`src/rtl/ls161_div_ctrl.sv`:
```
// ls161_div_ctrl
// Control stage around one LS161a 4-bit counter. It programs the counter as a
// divide-by-N tick generator (N = DIV_M1+1, 1..16). Runs can be continuous or
// one-shot, and can be paused or stopped. The counter is loaded with ~DIV_M1
// and then counts up to 15. At 15 its RCO marks the terminal count. On that
// cycle the counter is reloaded rather than allowed to wrap, so every period
// is exactly N unpaused cycles long.

module ls161_div_ctrl #(
  parameter int CNT_W = 8
) (
  input  logic             CLK,
  input  logic             CLR_n,
  input  logic             START,
  input  logic             STOP,
  input  logic             PAUSE,
  input  logic             ONESHOT,
  input  logic [3:0]       DIV_M1,
  input  logic [3:0]       CNT_Q,
  input  logic             CNT_RCO,
  output logic [3:0]       CNT_D,
  output logic             CNT_LOAD_n,
  output logic             CNT_ENP,
  output logic             CNT_ENT,
  output logic             TICK,
  output logic             DONE,
  output logic             BUSY,
  output logic [CNT_W-1:0] TICK_CNT
);

  typedef enum logic [1:0] {
    ST_IDLE = 2'd0,
    ST_LOAD = 2'd1,
    ST_RUN  = 2'd2
  } state_t;

  state_t           state_r;
  state_t           state_nxt_s;
  logic [3:0]       div_m1_lat_r;
  logic             oneshot_lat_r;
  logic             done_r;
  logic [CNT_W-1:0] tick_cnt_r;

  logic             load_n_s;
  logic             enp_s;
  logic             ent_s;
  logic             term_s;
  logic             start_acc_s;

  // Q is only of interest to observers; the control path works from RCO alone.
  logic             cnt_q_unused_s;
  assign cnt_q_unused_s = ^CNT_Q;

  // Next-state decode and counter control; terminal count is qualified by PAUSE and STOP.
  always_comb begin
    state_nxt_s = state_r;
    load_n_s    = 1'b1;
    enp_s       = 1'b0;
    ent_s       = 1'b0;
    term_s      = 1'b0;
    start_acc_s = 1'b0;
    case (state_r)
      ST_IDLE: begin
        if (START) begin
          start_acc_s = 1'b1;
          state_nxt_s = ST_LOAD;
        end else begin
          state_nxt_s = ST_IDLE;
        end
      end
      ST_LOAD: begin
        load_n_s = 1'b0;
        if (STOP) begin
          state_nxt_s = ST_IDLE;
        end else begin
          state_nxt_s = ST_RUN;
        end
      end
      ST_RUN: begin
        ent_s    = 1'b1;
        enp_s    = ~PAUSE;
        term_s   = CNT_RCO & ~PAUSE & ~STOP;
        load_n_s = ~term_s;
        if (STOP) begin
          state_nxt_s = ST_IDLE;
        end else if (term_s && oneshot_lat_r) begin
          state_nxt_s = ST_IDLE;
        end else begin
          state_nxt_s = ST_RUN;
        end
      end
      default: begin
        state_nxt_s = ST_IDLE;
      end
    endcase
  end

  // State register.
  always_ff @(posedge CLK or negedge CLR_n) begin
    if (!CLR_n) begin
      state_r <= ST_IDLE;
    end else begin
      state_r <= state_nxt_s;
    end
  end

  // Run configuration is captured only when a START is accepted from IDLE.
  always_ff @(posedge CLK or negedge CLR_n) begin
    if (!CLR_n) begin
      div_m1_lat_r  <= 4'd0;
      oneshot_lat_r <= 1'b0;
    end else if (start_acc_s) begin
      div_m1_lat_r  <= DIV_M1;
      oneshot_lat_r <= ONESHOT;
    end
  end

  // Tick tally: cleared by an accepted START, bumped on every terminal count.
  always_ff @(posedge CLK or negedge CLR_n) begin
    if (!CLR_n) begin
      tick_cnt_r <= {CNT_W{1'b0}};
    end else if (start_acc_s) begin
      tick_cnt_r <= {CNT_W{1'b0}};
    end else if (term_s) begin
      tick_cnt_r <= tick_cnt_r + {{(CNT_W-1){1'b0}}, 1'b1};
    end
  end

  // DONE is high for the cycle after the last tick of a one-shot run.
  always_ff @(posedge CLK or negedge CLR_n) begin
    if (!CLR_n) begin
      done_r <= 1'b0;
    end else begin
      done_r <= term_s & oneshot_lat_r;
    end
  end

  assign CNT_D      = ~div_m1_lat_r;
  assign CNT_LOAD_n = load_n_s;
  assign CNT_ENP    = enp_s;
  assign CNT_ENT    = ent_s;
  assign TICK       = term_s;
  assign DONE       = done_r;
  assign BUSY       = (state_r != ST_IDLE);
  assign TICK_CNT   = tick_cnt_r;

endmodule
```
`config.mk`:
```
export PLATFORM = sky130hd
export DESIGN_NAME = ls161_div_ctrl
export DESIGN_NICKNAME = d
export VERILOG_FILES = /design/src/rtl/ls161_div_ctrl.sv
export SDC_FILE = /design/constraint.sdc
export NUM_CORES = 1
export LEC_CHECK = 0
export BUFFER_PORTS_ARGS = -buffer_cell sky130_fd_sc_hd__clkbuf_2
export CAP_MARGIN = 20
export CORE_MARGIN = 8
export CORE_UTILIZATION = 30
export DETAILED_ROUTE_END_ITERATION = 10
export GPL_ROUTABILITY_DRIVEN = 0
export GPL_TIMING_DRIVEN = 0
export HOLD_SLACK_MARGIN = 0.03
export PLACE_DENSITY = 0.62
export SLEW_MARGIN = 20
export SYNTH_ARGS = -nofsm -noshare
export SYNTH_HDL_FRONTEND = slang
export SYNTH_SLANG_ARGS = --single-unit
```
`constraint.sdc`:
```
create_clock -name CLK -period 3.1 [get_ports CLK]
set_input_delay 0.62 -clock CLK [delete_from_list [all_inputs] [get_ports CLK]]
set_output_delay 0.62 -clock CLK [all_outputs]
set_load 0.02 [all_outputs]
```
==> impl_metrics.csv <==
group,metric,value,unit
timing,finalHoldViolations,0,
timing,worst_slack,922,ps
timing,setup_viol,0,
global_routing,grt_pass1_wl,3260,um
logic_synthesis,syn_area_per_cell,11.0,um^2
timing,fmax,459,MHz
clock_network,htreeDepth,1,
clock_network,path_clk_slew,90,ps
logic_synthesis,ys_types,26,
logic_synthesis,synthTopCellsByArea,"dfrtp_1, mux2_2, a21oi_1",
clock_network,cts_resized,0,
logic_synthesis,async_flop_share,1.00,
routing,routedWlPerCell,13.7,um
timing,finalSetupTns,0,ps
floorplan,num_rows,18,
global_routing,grt_pass1_vias,698,
floorplan,coreArea,2480,um^2
routing,vias_per_cell,4.87,
setup_path,reg2reg_slack,1670,ps
layout,finalNonFillerCells,132,
setup_path,start_kind,"input pin",
timing,maxSlewViolCount,0,
floorplan,die-height,67.0,um
routing,drtAntennaViolNets,0,
floorplan,io_pins,33,
layout,fill_cells,258,
setup_path,path_max_fanout,10,
timing,fin_crit_sh,0.703,
global_routing,grt_util_all_layers,0.0912,
clock_network,tritoncts,"done",
logic_synthesis,synth-seq-cells,16,
global_routing,grt_max_degree,17,
logic_synthesis,synth_flop_cell,"dfrtp_1",
power,leakage,0.473,nW
global_routing,antenna_found_initial,0,
clock_network,clk-insertion-delay-late,280,ps
routing,drt_first_pass_iters,4,
timing,relSlewSlack,0.727,
clock_network,cts_num_sinks,16,
layout,syn2layout_area_growth,25.7,%
routing,vias,643,
routing,drtIter0Drc,3,
timing,tightestPinTransition,409,ps
logic_synthesis,synth-xor-area-share,0,
placed_design,dp.cells,129,
logic_synthesis,syn_area,779,um^2
timing,min_period,2180,ps
timing,skew,2.06,ps
placed_design,pre_cts_ws,906,ps
logic_synthesis,synth-adder-area-share,0.0161,
clock_network,ctsHoldBuffers,0,
timing,rsz0062_at_grt,"false",
setup_path,arrival,1560,ps
worst_hold_path,hp-class,"in -> async",
placed_design,dp_hpwl,1420,um
logic_synthesis,yosysSeqAreaShare,0.514,
clock_network,clk_path_buf_depth,2,
layout,insertedDiodeCount,0,
floorplan,die_area,4490,um^2
logic_synthesis,synth_area_leader_cell,"dfrtp_1",
clock_network,root_buffer,"clkbuf_4",
power,power,0.451,mW
setup_path,cp-end-kind,"primary output",
placed_design,place_area,957,um^2
placed_design,io_buffers,28,
floorplan,start_util,0.315,
floorplan,die_w,67.0,um
logic_synthesis,synth.mux.area_fraction,0.0979,
clock_network,cts_setup_buffers,0,
power,p_per_area,461,nW/um^2
clock_network,cts_buffers,3,
logic_synthesis,synth_fp_nets,87,
power,vdd_ir_drop_max,0.000253,V
layout,final_util,0.395,
timing,holdWs,256,ps
layout,finalInstanceArea,980,um^2
logic_synthesis,synth_cells,71,
logic_synthesis,synth_top_family_by_area,"simple AND/OR/NAND/NOR gates",
outcome,status,"finished clean",
setup_path,required,2480,ps
logic_synthesis,yosysWarnings,0,
setup_path,path_class,"in -> out",
routing,drc,0,
logic_synthesis,synth_edf_count,0,
job,drv_cap,0,
layout,nets,120,
routing,wirelength,1810,um
global_routing,grt_overflow,0,
logic_synthesis,synth_compound_area_frac,0.0915,
layout,drive_gt1_frac,0.422,
logic_synthesis,synth_simple_gate_area_frac,0.244,
logic_synthesis,synth.top_cell.area_share,0.514,
cells by family (layout without fill, tap and decap cells):
logic type / after synthesis / count (layout)
compound gates: 13 / 13
fa+ha+maj: 1 / 1
buf+inv: 7 / 38
flops: 16 / 16
mux: 7 / 7
simple gates: 27 / 27
cell type report:
type / count / area [um^2] / area share
sequential: 16 / 400 / 0.409
clock buffer: 3 / 22.5 / 0.0230
tap: 30 / 37.5 / 0.0383
multi-input combinational: 48 / 350 / 0.358
inverter: 5 / 18.8 / 0.0192
timing repair buffer: 28 / 140 / 0.143
buffer: 2 / 10.0 / 0.0102
per-layer routing:
metal / up-vias / wire length (um) / track usage
met4: 0 / 0 / 0.0392
met5: - / 0 / 0
li1: 313 / - / -
met1: 313 / 748 / 0.102
met3: 0 / 134 / 0.0319
met2: 17 / 927 / 0.153
Yosys cell counts (all sizes together) (2+ instances only):
library cell / count
or3b: 2
inv: 5
buf: 2
nor2b: 2
dfrtp: 16
nand2: 3
mux2: 5
mux2i: 2
a21oi: 7
o21ai: 5
nand4b: 2
nand4: 2
nor2: 3
or3: 4
nor3: 2
sequential cells by signal, summed over array words and instances, names as in the netlist:
register / cells
DONE: 1
div_m1_lat_r: 4
oneshot_lat_r: 1
TICK_CNT: 8
state_r: 2
critical path: stages:
cell       delay, ps
clkbuf_2         100
nand4bb_4        260
buf_2            200
nor2_1           170
nor2_1            60
clkbuf_2         150
layout by cell type, fill, tap and decap left out, types with 2 or more instances in the layout:
cell type,netlist,routed
nand2_1,3,3
o21ai_0,5,5
mux2i_1,2,2
nand4_1,2,2
clkbuf_4,0,3
dfrtp_1,16,16
nor2_1,3,3
nor3_1,2,2
mux2_2,5,5
inv_1,5,5
clkbuf_2,0,28
nor2b_1,2,2
a21oi_1,6,6
nand4b_1,2,2
or3_1,4,4
buf_2,2,2
power by group:
part           switching, mW  internal [mW]
sequential            0.0136          0.228
combinational         0.0604         0.0443
clock                 0.0602         0.0450
total                  0.134          0.317
worst paths after layout:
path / startpoint / cells past startpoint / end
max: PAUSE / 6 / CNT_LOAD_n
min: CLR_n / 1 / div_m1_lat_r[1]$_DFFE_PN0P_
max reg2reg: TICK_CNT[0]$_DFFE_PN0P_ / 4 / TICK_CNT[6]$_DFFE_PN0P_
min reg2reg: TICK_CNT[7]$_DFFE_PN0P_ / 1 / TICK_CNT[7]$_DFFE_PN0P_
max in group asynchronous: CLR_n / 1 / TICK_CNT[7]$_DFFE_PN0P_
min in group CLK: TICK_CNT[7]$_DFFE_PN0P_ / 1 / TICK_CNT[7]$_DFFE_PN0P_
Power figures use the tool's default switching activity.
